--- src/rtl/uart_cmd_host.sv ---
`default_nettype none
// ============================================================================
// Module      : uart_cmd_host
// Description : Host-side command initiator for the UART register/ALU command
//               protocol. Accepts one command, sends its frame bytes on a
//               byte-level TX handshake, then collects the response bytes from
//               a byte-level RX stream, with an inter-byte response timeout.
// Revision    : 1.0 - initial release
// ============================================================================
module uart_cmd_host #(
    parameter int DATA_WIDTH = 8,
    parameter int RF_ADDR    = 4,
    parameter int TIMEOUT_W  = 16,
    parameter int TIMEOUT    = 50000
) (
    input  logic                  clk_i,
    input  logic                  rst_ni,
    input  logic                  cmd_valid_i,
    output logic                  cmd_ready_o,
    input  logic [1:0]            cmd_type_i,
    input  logic [RF_ADDR-1:0]    cmd_addr_i,
    input  logic [DATA_WIDTH-1:0] cmd_wdata_i,
    input  logic [DATA_WIDTH-1:0] cmd_opa_i,
    input  logic [DATA_WIDTH-1:0] cmd_opb_i,
    input  logic [3:0]            cmd_fun_i,
    output logic [DATA_WIDTH-1:0] tx_data_o,
    output logic                  tx_valid_o,
    input  logic                  tx_ready_i,
    input  logic [DATA_WIDTH-1:0] rx_data_i,
    input  logic                  rx_valid_i,
    output logic [15:0]           rsp_data_o,
    output logic                  rsp_valid_o,
    output logic                  rsp_timeout_o,
    output logic                  busy_o
);

    localparam logic [1:0] C_RF_WR   = 2'd0;
    localparam logic [1:0] C_RF_RD   = 2'd1;
    localparam logic [1:0] C_ALU_OP  = 2'd2;
    localparam logic [1:0] C_ALU_NOP = 2'd3;

    localparam logic [DATA_WIDTH-1:0] C_HDR_WR  = DATA_WIDTH'(8'hAA);
    localparam logic [DATA_WIDTH-1:0] C_HDR_RD  = DATA_WIDTH'(8'hBB);
    localparam logic [DATA_WIDTH-1:0] C_HDR_OP  = DATA_WIDTH'(8'hCC);
    localparam logic [DATA_WIDTH-1:0] C_HDR_NOP = DATA_WIDTH'(8'hDD);

    localparam logic [TIMEOUT_W-1:0] C_TMO_LAST = TIMEOUT_W'(TIMEOUT - 1);

    typedef enum logic [1:0] {
        ST_IDLE     = 2'd0,
        ST_SEND     = 2'd1,
        ST_WAIT_RSP = 2'd2
    } state_t;

    state_t                  state_q, state_d;
    logic [1:0]              type_q;
    logic [RF_ADDR-1:0]      addr_q;
    logic [DATA_WIDTH-1:0]   wdata_q, opa_q, opb_q;
    logic [3:0]              fun_q;
    logic [1:0]              byte_cnt_q, byte_cnt_d;
    logic                    rx_cnt_q, rx_cnt_d;
    logic [DATA_WIDTH-1:0]   rx_b0_q, rx_b0_d;
    logic [TIMEOUT_W-1:0]    tmo_cnt_q, tmo_cnt_d;
    logic [15:0]             rsp_data_q, rsp_data_d;
    logic                    rsp_valid_q, rsp_valid_d;
    logic                    rsp_timeout_q, rsp_timeout_d;

    logic                    w_accept;
    logic [1:0]              w_last_idx;
    logic                    w_rx_last;
    logic [DATA_WIDTH-1:0]   w_tx_byte;

    assign w_accept = (state_q == ST_IDLE) && cmd_valid_i;

    // Frame length (as last byte index) and response length per command type
    assign w_last_idx = (type_q == C_RF_WR)  ? 2'd2 :
                        (type_q == C_ALU_OP) ? 2'd3 : 2'd1;
    assign w_rx_last  = (type_q != C_RF_RD);

    // Select the frame byte at the current position from the captured command
    always_comb begin
        w_tx_byte = '0;
        case (type_q)
            C_RF_WR: begin
                case (byte_cnt_q)
                    2'd0:    w_tx_byte = C_HDR_WR;
                    2'd1:    w_tx_byte = DATA_WIDTH'(addr_q);
                    default: w_tx_byte = wdata_q;
                endcase
            end
            C_RF_RD: begin
                w_tx_byte = (byte_cnt_q == 2'd0) ? C_HDR_RD : DATA_WIDTH'(addr_q);
            end
            C_ALU_OP: begin
                case (byte_cnt_q)
                    2'd0:    w_tx_byte = C_HDR_OP;
                    2'd1:    w_tx_byte = opa_q;
                    2'd2:    w_tx_byte = opb_q;
                    default: w_tx_byte = DATA_WIDTH'(fun_q);
                endcase
            end
            default: begin
                w_tx_byte = (byte_cnt_q == 2'd0) ? C_HDR_NOP : DATA_WIDTH'(fun_q);
            end
        endcase
    end

    // Capture all command fields at acceptance so CMD_* may change while busy
    always_ff @(posedge clk_i or negedge rst_ni) begin
        if (!rst_ni) begin
            type_q  <= C_RF_WR;
            addr_q  <= '0;
            wdata_q <= '0;
            opa_q   <= '0;
            opb_q   <= '0;
            fun_q   <= '0;
        end else if (w_accept) begin
            type_q  <= cmd_type_i;
            addr_q  <= cmd_addr_i;
            wdata_q <= cmd_wdata_i;
            opa_q   <= cmd_opa_i;
            opb_q   <= cmd_opb_i;
            fun_q   <= cmd_fun_i;
        end
    end

    // State, counters and registered response outputs
    always_ff @(posedge clk_i or negedge rst_ni) begin
        if (!rst_ni) begin
            state_q       <= ST_IDLE;
            byte_cnt_q    <= '0;
            rx_cnt_q      <= 1'b0;
            rx_b0_q       <= '0;
            tmo_cnt_q     <= '0;
            rsp_data_q    <= '0;
            rsp_valid_q   <= 1'b0;
            rsp_timeout_q <= 1'b0;
        end else begin
            state_q       <= state_d;
            byte_cnt_q    <= byte_cnt_d;
            rx_cnt_q      <= rx_cnt_d;
            rx_b0_q       <= rx_b0_d;
            tmo_cnt_q     <= tmo_cnt_d;
            rsp_data_q    <= rsp_data_d;
            rsp_valid_q   <= rsp_valid_d;
            rsp_timeout_q <= rsp_timeout_d;
        end
    end

    // Next-state logic: send frame, gather response, enforce inter-byte timeout
    always_comb begin
        state_d       = state_q;
        byte_cnt_d    = byte_cnt_q;
        rx_cnt_d      = rx_cnt_q;
        rx_b0_d       = rx_b0_q;
        tmo_cnt_d     = tmo_cnt_q;
        rsp_data_d    = rsp_data_q;
        rsp_valid_d   = 1'b0;
        rsp_timeout_d = 1'b0;
        case (state_q)
            ST_IDLE: begin
                byte_cnt_d = '0;
                rx_cnt_d   = 1'b0;
                tmo_cnt_d  = '0;
                if (cmd_valid_i) begin
                    state_d = ST_SEND;
                end
            end
            ST_SEND: begin
                if (tx_ready_i) begin
                    if (byte_cnt_q == w_last_idx) begin
                        if (type_q == C_RF_WR) begin
                            state_d     = ST_IDLE;
                            rsp_valid_d = 1'b1;
                            rsp_data_d  = 16'h0000;
                        end else begin
                            state_d   = ST_WAIT_RSP;
                            tmo_cnt_d = '0;
                            rx_cnt_d  = 1'b0;
                        end
                    end else begin
                        byte_cnt_d = byte_cnt_q + 2'd1;
                    end
                end
            end
            ST_WAIT_RSP: begin
                // A byte arriving on the expiry cycle takes priority over the timeout
                if (rx_valid_i) begin
                    tmo_cnt_d = '0;
                    if (rx_cnt_q == w_rx_last) begin
                        state_d     = ST_IDLE;
                        rsp_valid_d = 1'b1;
                        rsp_data_d  = (type_q == C_RF_RD) ? 16'(rx_data_i)
                                                          : 16'({rx_data_i, rx_b0_q});
                    end else begin
                        rx_b0_d  = rx_data_i;
                        rx_cnt_d = 1'b1;
                    end
                end else if (tmo_cnt_q == C_TMO_LAST) begin
                    state_d       = ST_IDLE;
                    rsp_timeout_d = 1'b1;
                end else begin
                    tmo_cnt_d = tmo_cnt_q + TIMEOUT_W'(1);
                end
            end
            default: begin
                state_d = ST_IDLE;
            end
        endcase
    end

    assign cmd_ready_o   = (state_q == ST_IDLE);
    assign busy_o        = (state_q != ST_IDLE);
    assign tx_valid_o    = (state_q == ST_SEND);
    assign tx_data_o     = (state_q == ST_SEND) ? w_tx_byte : '0;
    assign rsp_data_o    = rsp_data_q;
    assign rsp_valid_o   = rsp_valid_q;
    assign rsp_timeout_o = rsp_timeout_q;

endmodule
`default_nettype wire
--- config.mk ---
export PLATFORM = sky130hd
export DESIGN_NAME = uart_cmd_host
export DESIGN_NICKNAME = d
export VERILOG_FILES = /design/src/rtl/uart_cmd_host.sv
export SDC_FILE = /design/constraint.sdc
export NUM_CORES = 1
export LEC_CHECK = 0
export BUFFER_PORTS_ARGS = -buffer_cell sky130_fd_sc_hd__buf_4
export CORE_MARGIN = 4
export CORE_UTILIZATION = 60
export DETAILED_ROUTE_END_ITERATION = 10
export GPL_TIMING_DRIVEN = 1
export HOLD_SLACK_MARGIN = 0.12
export PLACE_DENSITY = 0.85
export SLEW_MARGIN = 10
export SYNTH_ARGS = -nofsm -noshare
export SYNTH_HDL_FRONTEND = slang
export SYNTH_SLANG_ARGS = --single-unit
--- constraint.sdc ---
create_clock -name clk_i -period 2.9 [get_ports clk_i]
set_input_delay 0.435 -clock clk_i [delete_from_list [all_inputs] [get_ports clk_i]]
set_output_delay 0.435 -clock clk_i [all_outputs]
set_load 0.01 [all_outputs]
==> Yosys cells after proc, flatten, opt, wreduce, memory -nomap -nowiden <==
Cells that the tools add are included.
Widths: inputs -> output; s select.
{ "word_totals": {"register_bits": 81, "in_bits": 47, "out_inout_bits": 29} }
{ "op_classes": {"addsub": 2, "eq_ne": 22, "muxes": 47, "n_bitwise": 1, "n_reduce_logical": 14} }
{ "ops": {"columns": ["cell", "count"], "rows": [
  ["$mux 16", 11],
  ["$pmux 16 s3", 1],
  ["$pmux 8 s3", 2],
  ["$pmux 16 s2", 1],
  ["$mux 8", 3],
  ["$mux 2", 11],
  ["$add 16x1->16 const B", 1],
  ["$eq 16x16->1 const B", 1],
  ["$pmux 8 s2", 1],
  ["$mux 1", 13],
  ["$ne 2x2->1 const B", 6],
  ["$reduce_and 6->1", 2],
  ["$reduce_and 5->1", 2],
  ["$ne 3x3->1 const B", 3],
  ["$ne 2x1->1 const B", 4],
  ["$eq 2x1->1 const B", 3],
  ["$eq 2x2->1 const B", 3],
  ["$logic_not 2->1", 3],
  ["$pmux 2 s3", 1],
  ["$reduce_and 3->1", 2],
  ["$reduce_bool 2->1", 3],
  ["$pmux 2 s2", 1],
  ["$pmux 1 s3", 1],
  ["$reduce_bool 3->1", 1],
  ["other kinds (6)", 6]
]} }

==> Depth between registers and ports, before layout <==
Gate-level depths: netlist of the first run.
{ "logic_depth": {"word_depth": 7, "ltp_mapped": 8} }

==> Least setup slack after synthesis of the first run <==
No wires, ideal clock.
{ "synth_timing": {"path_kind": "reg2out", "start": "register byte_cnt_q[1]", "end": "output tx_data_o[6]", "t_arrival_ns": 1.591, "path_slack_ns": 0.874, "stages_incl_launch_ff": 7, "cell_sequence": "dfrtp_1 -> inv_1 -> ha_1 -> clkbuf_1 -> a221o_1 -> a21oi_1 -> nor3_1"} }
{ "synth_between": {"elab_chain_cells": 4, "word_cells_on_any_way": 8, "classes_between": "2 x eq/ne; 5 x mux; 1 x reduce/logical"} }
{ "synth_lines": {"columns": ["element", "line_no", "text"], "rows": [
  ["start: declaration", "60", "logic [1:0] byte_cnt_q, byte_cnt_d;"],
  ["start signal: assignment", "140", "byte_cnt_q <= byte_cnt_d;"],
  ["$eq 2x2->1 (tied with other cells)", "95", "case (byte_cnt_q)"],
  ["$pmux 8 s3 (tied with other cells)", "95", null],
  ["$pmux 8 s3 (*)", "83", "case (type_q)"],
  ["$mux 8 (*)", "215", "assign tx_data_o = (state_q == ST_SEND) ? w_tx_byte : '0;"],
  ["end: declaration", "26", "output logic [DATA_WIDTH-1:0] tx_data_o,"]
]} }
Every way passes the cells marked *; elsewhere a longest branch is shown, timed or not.

==> Worst setup path after layout of the first run <==
{ "layout_timing": {"start": "register byte_cnt_q[1]", "end": "output tx_data_o[1]"} }
{ "layout_between": {"elab_chain_cells": 4, "word_cells_on_any_way": 9, "classes_between": "2 x eq/ne; 6 x mux; 1 x reduce/logical"} }
{ "layout_lines": {"columns": ["element", "line_no"], "rows": [
  ["$eq 2x2->1 (tied with other cells)", "95"],
  ["$pmux 8 s3 (tied with other cells)", "95"],
  ["$pmux 8 s3 (*)", "83"],
  ["$mux 8 (*)", "215"]
]} }
Marks and branches as above.

==> metrics.md, run 1 <==
| Metric | Value |
|---|---|
| Setup crit end kind | primary output |
| CTS sink count | 81 |
| Synth area leader | dfrtp_1 |
| Setup TNS | 0 ns |
| Synthesis-to-layout area growth | 20.4% |
| Antenna Cells | 0 |
| Mapped Area | 0.00420 mm^2 |
| Vias in the first global route | 3367 |
| Synth top area share | 48.2% |
| R2r worst-path depth | 5 |
| Layout cells sized above 1 | 34.8% |
| Predominant post-synthesis flop cell | dfrtp_1 |
| Maxcap violations | 0 |
| H-tree depth | 3 |
| GR Overflow Total | 0 |
| Commonest cells post-synth | 81 x dfrtp_1, 49 x mux2_2, 32 x nand2_1 |
| Avg Inst Size Synth | 11.1 um^2 |
| Worst Path Required | 2.47 ns |
| Root buffer selected by CTS | clkbuf_8 |
| Final core utilization | 74.5% |
| Clock insertion delay at the later pin of the skew report | 0.37 ns |
| #FFs+latches synth | 81 |
| Nets@finish | 508 |
| Average vias per placed instance | 5.88 |
| Die X | 91.7 um |
| Number of cells produced by synthesis | 380 |
| Final Hold Vio Count | 0 |
| P per Cell Area | 1030 mW/mm^2 |
| Ys Warns | 0 |
| Post-synth EDFFs | 0 |
| CP max FO | 7 |
| Tcrit/Tclk final | 93.0% |
| Peak VDD IR | 0.586 mV |
| Row Count | 30 |
| CTS tree | yes |
| Area after DPL | 0.00484 mm^2 |
| Post-synthesis sequential area ratio | 48.2% |
| Antenna Nets Post-Route | 0 |
| Fmax | 0.371 GHz |
| Slew @ Worst Pin | 0.991 ns |
| Initial DRT Pass Iterations | 4 |
| Top cells by area, synth | dfrtp_1 48%, mux2_2 13%, mux2_4 3.6% |
| Pleak | 0.00235 uW |
| FILL cells | 477 |
| Placed insts | 537 |
| Vias | 3251 |
| Hold_buf cts | 0 |
| Initial Utilization | 61.9% |
| Die height | 91.7 um |
| Clock transition at the registers of the reported paths | 0.08 ns |
| Maximum number of pins on one net before global-route repair | 82 |
| Final setup fails | 0 |
| Max Root-Sink Buffers | 2 |
| Total GRT Usage | 23.8% |
| Fraction of registers with async set/reset | 100% |
| WP data arrival | 2.26 ns |
| Design Area, Final | 0.00506 mm^2 |
| Count leader, synth | dfrtp_1 |
| Status | finished clean |
| R2R Path End | rsp_data_o[14] |
| Synth Net Count | 436 |
| I/O pin count | 76 |
| Startpoint types | flop |
| Post-CTS Setup Bufs | 0 |
| Drt total wl | 9.46 mm |
| Worst hold path type | primary input to async pin |
| RR Startpoint | type_q[1] |
| Final Skew | 0.0114 ns |
| Non-Filler Instances | 553 |
| Placer Congestion | 0.886 |
| Remaining DRCs | 0 |
| Drt wl/cell | 17.1 um |
| Netlist cell types | 53 |
| RSZ-0062 raised after global routing | no |
| Minimum clock period | 2.70 ns |
| First-pass GRT wire length | 16.0 mm |
| TritonCTS buffer count | 9 |
| Core region area | 0.00679 mm^2 |
| Crit Path Class | flop to primary output |
| Number of DRC markers in iteration 0 | 176 |
| IO buf count | 75 |
| Cts repair resizes | 0 |
| Pins Over Slew Limit | 0 |
| Initial antenna violation count | 0 |
| Reg2Reg Setup Slack | 0.61 ns |
| Final hold slack | 0.234 ns |
| Area of the die | 0.00841 mm^2 |
| Worst slew margin | 33.9% |
| DPL Wire Length | 6.76 mm |
## registers in the layout (all words and copies together), names as in the netlist, 2 cells and up
name        count
opa_q           8
byte_cnt_q      2
tmo_cnt_q      16
wdata_q         8
rx_b0_q         8
addr_q          4
state_q         2
rsp_data_o     16
fun_q           4
type_q          2
opb_q           8
## per-stage QoR
step	worst slack (ns)	power [uW]
after floorplan	0.874	3500
after global placement	0.610	4200
after detailed placement	0.609	4290
after CTS	0.212	5220
after global routing	0.0624	5560
final	0.202	5200
## worst max-delay path, cell delays in order (launching register included)
cell     delay, ns
dfrtp_1       0.45
inv_1         0.12
ha_1          0.21
nor2_1        0.28
mux2_2        0.37
o31ai_1       0.23
a31oi_1       0.08
buf_4         0.16
## layout make-up
cell class | instances | area [um^2] | share of cell area (%)
tap | 96 | 120 | 2.37
sequential | 81 | 2030 | 40.0
timing repair buffer | 81 | 608 | 12.0
multi-input combinational | 265 | 2040 | 40.2
clock buffer | 10 | 128 | 2.52
inverter | 14 | 52.6 | 1.04
clock inverter | 6 | 90.1 | 1.78
## power by group
part | switching, uW | internal (uW)
Clock | 443 | 490
Combinational | 1210 | 1200
Sequential | 286 | 1570
## routing by layer
layer / track usage, % / routed length [um]
met4: 9.53 / 221
met5: 0 / 0
met1: 30.5 / 3980
met2: 39.9 / 4760
met3: 4.43 / 494
## layout by cell type (no fill, tap or decap), types with 4 or more instances in the layout
| master | Yosys | final |
|---|---|---|
| a21boi_0 | 8 | 8 |
| a21oi_1 | 10 | 10 |
| a31oi_1 | 7 | 7 |
| and2_1 | 4 | 4 |
| and3_1 | 9 | 9 |
| buf_4 | 1 | 81 |
| clkbuf_8 | 0 | 9 |
| dfrtp_1 | 81 | 81 |
| ha_1 | 9 | 9 |
| inv_1 | 14 | 14 |
| mux2_2 | 49 | 49 |
| mux2_4 | 10 | 10 |
| mux2i_1 | 6 | 6 |
| nand2_1 | 32 | 32 |
| nand3_1 | 15 | 15 |
| nand4_1 | 6 | 6 |
| nor2_1 | 16 | 16 |
| o21ai_0 | 23 | 23 |
| o31ai_1 | 12 | 12 |
| o41ai_1 | 4 | 4 |
## logic make-up after synthesis
kind of cell | share of synthesized area [%]
flops | 48.2
xor+xnor | 0.595
buf+inv | 3.36
fa+ha+maj | 2.68
compound gates | 14.7
mux | 18.1
simple gates | 12.4
## how the worst max path moves through the flow
stage | from | to | slack, ns | cells past startpoint
after floorplan | byte_cnt_q[1] | tx_data_o[6] | 0.87 | 6
after global placement | byte_cnt_q[1] | tx_data_o[1] | 0.61 | 7
after detailed placement | type_q[1] | rsp_data_o[14] | 0.61 | 5
after CTS | byte_cnt_q[1] | tx_data_o[1] | 0.21 | 7
after global routing | byte_cnt_q[0] | tx_data_o[0] | 0.06 | 7
final | byte_cnt_q[1] | tx_data_o[1] | 0.20 | 7
(Power assumes the default switching activity.)
==> run 2: changes to the inputs <==
==> constraint.sdc (replaced) <==
create_clock -name clk_i -period 2.9 [get_ports clk_i]
set_input_delay 0.29 -clock clk_i [delete_from_list [all_inputs] [get_ports clk_i]]
set_output_delay 0.29 -clock clk_i [all_outputs]
set_load 0.01 [all_outputs]
==> metrics.md, run 2 (same netlist as run 1, synthesis figures left out) <==
| Metric | Value |
|---|---|
| CTS tree | yes |
| First-pass GRT wire length | 15.8 mm (-1.4%) |
| Antenna Cells | 0 (unchanged) |
| Total GRT Usage | 23.1% (-0.70 points) |
| M3 GR Usage | 4.59% (+0.16 points) |
| Maxcap violations | 0 (unchanged) |
| Nets@finish | 505 (-0.59%) |
| Commonest non-fill, non-tap cell in the layout | dfrtp_1 |
| Average vias per placed instance | 5.90 (+0.36%) |
| CP peak stage delay | 0.47 ns (+0.02 ns) |
| Initial Utilization | 61.9% (unchanged) |
| GRT busiest layer | met2 |
| Critical-path cell list | inv_1 -> ha_2 -> nor2_2 -> mux2_2 -> o31ai_1 -> a31oi_1 -> buf_4 |
| Buf/Inv on CP | 2 (unchanged) |
| Pleak | 0.00232 uW (-1.3%) |
| Startpoint types | flop |
| GR Overflow Total | 0 (unchanged) |
| Core region area | 0.00679 mm^2 (unchanged) |
| Drt wl/cell | 16.9 um (-1.2%) |
| Setup crit end kind | primary output |
| Die height | 91.7 um (unchanged) |
| Drt total wl | 9.29 mm (-1.8%) |
| Maximum number of pins on one net before global-route repair | 82 (unchanged) |
| Initial antenna violation count | 0 (unchanged) |
| Met2 GRT Util | 38.6% (-1.2 points) |
| Vias in the first global route | 3339 (-0.83%) |
| Crit path max-delay family | flip-flops |
| Slowest cell on crit path | dfrtp_1 |
| Pins Over Slew Limit | 0 (unchanged) |
| Peak VDD IR | 0.632 mV (+7.8%) |
| Worst hold path type | primary input to async pin |
| RSZ-0062 raised after global routing | no |
| Tcrit/Tclk final | 89.8% (-3.2 points) |
| Antenna Nets Post-Route | 0 (unchanged) |
| Area after DPL | 0.00482 mm^2 (-0.47%) |
| Post-CTS Setup Bufs | 0 (unchanged) |
| WP data arrival | 2.32 ns (+0.06 ns) |
| Crit Path Class | flop to primary output |
| Layout cells sized above 1 | 34.6% (-0.21 points) |
| IO buf count | 75 (unchanged) |
| I/O pin count | 76 (unchanged) |
| Most frequent cells in the layout | 81 x dfrtp_1, 78 x buf_4, 49 x mux2_2, 32 x nand2_1, 23 x o21ai_0 |
| TritonCTS buffer count | 9 (unchanged) |
| Final Skew | 0.00894 ns (-0.00245 ns) |
| Design Area, Final | 0.00501 mm^2 (-0.94%) |
| Setup TNS | 0 ns (unchanged) |
| H-tree depth | 3 (unchanged) |
| Slew @ Worst Pin | 0.986 ns (-0.00487 ns) |
| Cts repair resizes | 0 (unchanged) |
| Clock transition at the registers of the reported paths | 0.08 ns (about the same) |
| Max Root-Sink Buffers | 2 (unchanged) |
| Worst slew margin | 34.2% (+0.32 points) |
| P per Cell Area | 1010 mW/mm^2 (-1.9%) |
| Worst Path Required | 2.61 ns (+0.14 ns) |
| CP max FO | 14 (+7) |
| Met1 Usage GRT | 29.6% (-0.91 points) |
| Clock insertion delay at the later pin of the skew report | 0.35 ns (-0.02 ns) |
| Final setup fails | 0 (unchanged) |
| Worst slack, placed | 0.466 ns (-0.144 ns) |
| Minimum clock period | 2.61 ns (-0.0930 ns) |
| Placer Congestion | 0.861 (-2.8%) |
| DPL Wire Length | 6.70 mm (-0.95%) |
| Row Count | 30 (unchanged) |
| Final core utilization | 73.8% (-0.70 points) |
| Status | finished clean |
| Area of the die | 0.00841 mm^2 (unchanged) |
| Initial DRT Pass Iterations | 5 (+1) |
| FILL cells | 501 (+5.0%) |
| Root buffer selected by CTS | clkbuf_8 |
| Number of DRC markers in iteration 0 | 159 (-9.7%) |
| Hold_buf cts | 0 (unchanged) |
| CTS sink count | 81 (unchanged) |
| Vias | 3245 (-0.18%) |
| Die X | 91.7 um (unchanged) |
| Setup slack after layout | 0.295 ns (+0.0930 ns) |
| Final Hold Vio Count | 0 (unchanged) |
| Synthesis-to-layout area growth | 19.3% |
| Remaining DRCs | 0 (unchanged) |
| Fmax | 0.384 GHz (+3.6%) |
## run 2: changes by cell type in the layout (fill, tap and decap cells not counted)
cell and change:
ha_2 +1, buf_4 -3, clkbuf_1 +1, inv_6 -2, bufinv_16 -1, clkinv_2 +1
clkinv_4 +1, ha_1 -1, nor2_2 +1, nor2_1 -1
## run 2: worst reg2reg max path: cells and delay by family (launching register included)
kind / cells / cell delay [ns]
AND/OR/NAND/NOR: 3 / 1.11
flip-flops: 1 / 0.41
buffers and inverters: 1 / 0.10
adder cells (fa/ha/maj): 1 / 0.56
AO/OA/AOI/OAI: 1 / 0.20
## run 2: power by group
| part | internal [uW] | switching (uW) | leakage, uW |
|---|---|---|---|
| registers | 1570 | 295 | 0.00103 |
| clock network | 397 | 400 | 0.0000933 |
| logic | 1180 | 1210 | 0.00119 |
## run 2: worst paths after layout
check	start	end	slack (ns)	depth (start not counted)
max in group asynchronous	rst_ni	opb_q[0]	2.16	1
worst max-delay path	byte_cnt_q[1]	tx_data_o[1]	0.29	7
min in group clk_i	cmd_opa_i[4]	opa_q[4]	0.16	2
worst max register to register	state_q[0]	tmo_cnt_q[4]	0.42	6
worst min register to register	tmo_cnt_q[15]	tmo_cnt_q[15]	0.48	1
worst min-delay path	rst_ni	rsp_data_o[12]	0.10	1
## run 2: final cells by class
class	count	area, um^2	share of cell area (%)
Multi-Input combinational cell	265	2040	40.7
Clock inverter	5	56.3	1.12
Clock buffer	11	131	2.62
Sequential cell	81	2030	40.4
Inverter	14	52.6	1.05
Timing Repair Buffer	78	586	11.7
Tap cell	96	120	2.40
## run 2: metrics by stage
stage / std cells / hold WS [ns] / total power [uW]
after floorplan: 380 / -0.00559 / 3500
after global placement: 534 / 0.459 / 4180
after detailed placement: 534 / 0.471 / 4270
after CTS: 550 / 0.132 / 5080
after global routing: 550 / 0.153 / 5410
final: 550 / 0.100 / 5060
## run 2: per-layer routing
metal  wire [um]  vias up  part of all wire, %
li1            -     1542                    -
met1        3820     1584                   41
met2        4770      103                   51
met3         506       16                  5.4
met4         195        0                  2.1
met5           0        -                    0
==> run 3: changes to the inputs <==
--- a/config.mk
+++ b/config.mk
@@ -6,6 +6,7 @@
 export NUM_CORES = 1
 export LEC_CHECK = 0
 export BUFFER_PORTS_ARGS = -buffer_cell sky130_fd_sc_hd__buf_4
+export CORE_ASPECT_RATIO = 1.75
 export CORE_MARGIN = 4
 export CORE_UTILIZATION = 60
 export DETAILED_ROUTE_END_ITERATION = 10
==> metrics.md, run 3 (same netlist as run 1, synthesis figures left out) <==
| Metric | Value |
|---|---|
| Fmax | 0.363 GHz (-5.5%) |
| Maxcap violations | 0 (unchanged) |
| Seq pwr share | 35.5% (-1.5 points) |
| Reg2Reg Setup Slack | 0.41 ns (about the same) |
| P_sw | 2000 uW (+4.7%) |
| RR Startpoint | state_q[0] |
| First-pass GRT wire length | 16.2 mm (+2.8%) |
| Most frequent cells in the layout | 81 x dfrtp_1, 77 x buf_4, 49 x mux2_2, 32 x nand2_1, 23 x o21ai_0 |
| CTS sink count | 81 (unchanged) |
| Initial DRT Pass Iterations | 5 (unchanged) |
| Max Root-Sink Buffers | 2 (unchanged) |
| Remaining DRCs | 0 (unchanged) |
| Synthesis-to-layout area growth | 21.8% |
| Hold_buf cts | 0 (unchanged) |
| Cts repair resizes | 0 (unchanged) |
| Vias in the first global route | 3381 (+1.3%) |
| Initial antenna violation count | 0 (unchanged) |
| Worst Path Required | 2.61 ns (about the same) |
| Initial Utilization | 61.3% (-0.56 points) |
| Setup crit end kind | primary output |
| Commonest non-fill, non-tap cell in the layout | dfrtp_1 |
| Critical-path cell list | inv_1 -> ha_1 -> nor2_1 -> mux2_2 -> o31ai_1 -> a31oi_1 -> buf_4 |
| Number of DRC markers in iteration 0 | 254 (+60%) |
| Drt wl/cell | 18.7 um (+11%) |
| Crit Path Class | flop to primary output |
| Worst slack, placed | 0.501 ns (+0.0353 ns) |
| Die height | 119 um (+29%) |
| Area of the die | 0.00846 mm^2 (+0.63%) |
| Layout cells sized above 1 | 34.4% (-0.14 points) |
| Crit path max-delay family | flip-flops |
| DPL Wire Length | 7.07 mm (+5.6%) |
| Internal Power | 3500 uW (+11%) |
| Clock insertion delay at the later pin of the skew report | 0.35 ns (about the same) |
| Maximum number of pins on one net before global-route repair | 82 (unchanged) |
| Worst slew margin | 33.6% (-0.67 points) |
| Worst hold path type | primary input to async pin |
| Final Skew | 0.00483 ns (-0.00411 ns) |
| Post-CTS Setup Bufs | 0 (unchanged) |
| Placer Congestion | 0.910 (+5.7%) |
| IO buf count | 75 (unchanged) |
| CP peak stage delay | 0.44 ns (-0.03 ns) |
| CTS tree | yes |
| Pleak | 0.00238 uW (+2.5%) |
| R2R Path End | tmo_cnt_q[4] |
| Slowest cell on crit path | dfrtp_1 |
| Antenna Nets Post-Route | 0 (unchanged) |
| Root buffer selected by CTS | clkbuf_16 |
| Status | finished clean |
| Drt total wl | 10.0 mm (+7.9%) |
| Core region area | 0.00686 mm^2 (+0.92%) |
| Clock transition at the registers of the reported paths | 0.06 ns (-0.02 ns) |
| Die X | 71.3 um (-22%) |
| Clk pwr share | 22.3% (+6.5 points) |
| Average vias per placed instance | 6.18 (+4.7%) |
| CP max FO | 14 (unchanged) |
| Antenna Cells | 0 (unchanged) |
| Row Count | 40 (+33%) |
| Total GRT Usage | 24.7% (+1.6 points) |
| Startpoint types | flop |
| Final Hold Vio Count | 0 (unchanged) |
| Pins Over Slew Limit | 0 (unchanged) |
| Buf/Inv on CP | 2 (unchanged) |
| I/O pin count | 76 (unchanged) |
| WP data arrival | 2.47 ns (+0.15 ns) |
| Logic pwr share | 42.2% (-5.1 points) |
| Nets@finish | 504 (-0.20%) |
| GR Overflow Total | 0 (unchanged) |
| RSZ-0062 raised after global routing | no |
| Setup slack after layout | 0.143 ns (-0.151 ns) |
| Final setup fails | 0 (unchanged) |
| P per Cell Area | 1070 mW/mm^2 (+6.4%) |
| Vias | 3318 (+2.2%) |
| Peak VDD IR | 0.786 mV (+24%) |
| Sw Share | 36.3% (-1.3 points) |
| TritonCTS buffer count | 9 (unchanged) |
| Tcrit/Tclk final | 95.1% (+5.2 points) |
| Slew @ Worst Pin | 0.996 ns (+0.0101 ns) |
| Minimum clock period | 2.76 ns (+0.151 ns) |
| R2r worst-path depth | 6 (unchanged) |
| Final hold slack | 0.111 ns (+0.0105 ns) |
| Setup TNS | 0 ns (unchanged) |
| H-tree depth | 3 (unchanged) |
[run 3: area by class of cell]
class / count / area [um^2]
multi-input combinational: 265 / 2040
sequential: 81 / 2030
fill: 471 / 1740
timing repair buffer: 77 / 578
clock inverter: 7 / 95.1
tap: 84 / 105
inverter: 14 / 52.6
clock buffer: 9 / 225
[run 3: how the worst max path moves through the flow]
stage                         to  slack (ns)           from  cells past startpoint
global placement    tmo_cnt_q[4]        0.59     state_q[0]                      6
finish              tx_data_o[1]        0.14  byte_cnt_q[1]                      7
floorplan           tx_data_o[6]        1.02  byte_cnt_q[1]                      6
global route        tx_data_o[1]        0.01  byte_cnt_q[1]                      7
CTS                 tx_data_o[1]        0.19  byte_cnt_q[1]                      7
detailed placement  tmo_cnt_q[4]        0.50     state_q[0]                      6
[run 3: per-stage QoR]
step / total power [uW] / utilization [%] / cells / instance area [um^2]
finish: 5500 / 74.7 / 537 / 5120
global route: 5810 / 74.7 / 537 / 5120
CTS: 5500 / 74.7 / 537 / 5120
detailed placement: 4260 / 70.0 / 521 / 4800
global placement: 4180 / 70.0 / 521 / 4800
floorplan: 3500 / - / 380 / 4200
[run 3: worst register-to-register path: stages, from the launching register on]
cell and delay, ns:
dfrtp_1 0.40, inv_1 0.10, ha_1 0.54, nor2b_1 0.32, nand3_1 0.47, nand2b_1 0.36, o31ai_1 0.20
[run 3: power by group through the flow]
stage	clock [uW]	sequential, uW	combinational, uW
2_1_floorplan	0	1850	1650
3_3_place_gp	0	1940	2240
3_5_place_dp	0	1960	2300
4_1_cts	1230	1950	2320
5_1_grt	1290	2000	2520
6_report	1230	1950	2320
[run 3: metal layers]
layer | share of wire (%) | wire length (um) | vias to the layer above | GRT usage [%]
met4 | 4.4 | 437 | 0 | 12.4
li1 | - | - | 1539 | -
met3 | 5.5 | 556 | 39 | 6.21
met5 | 0 | 0 | - | 0
met2 | 56 | 5610 | 165 | 44.3
met1 | 34 | 3420 | 1575 | 25.9
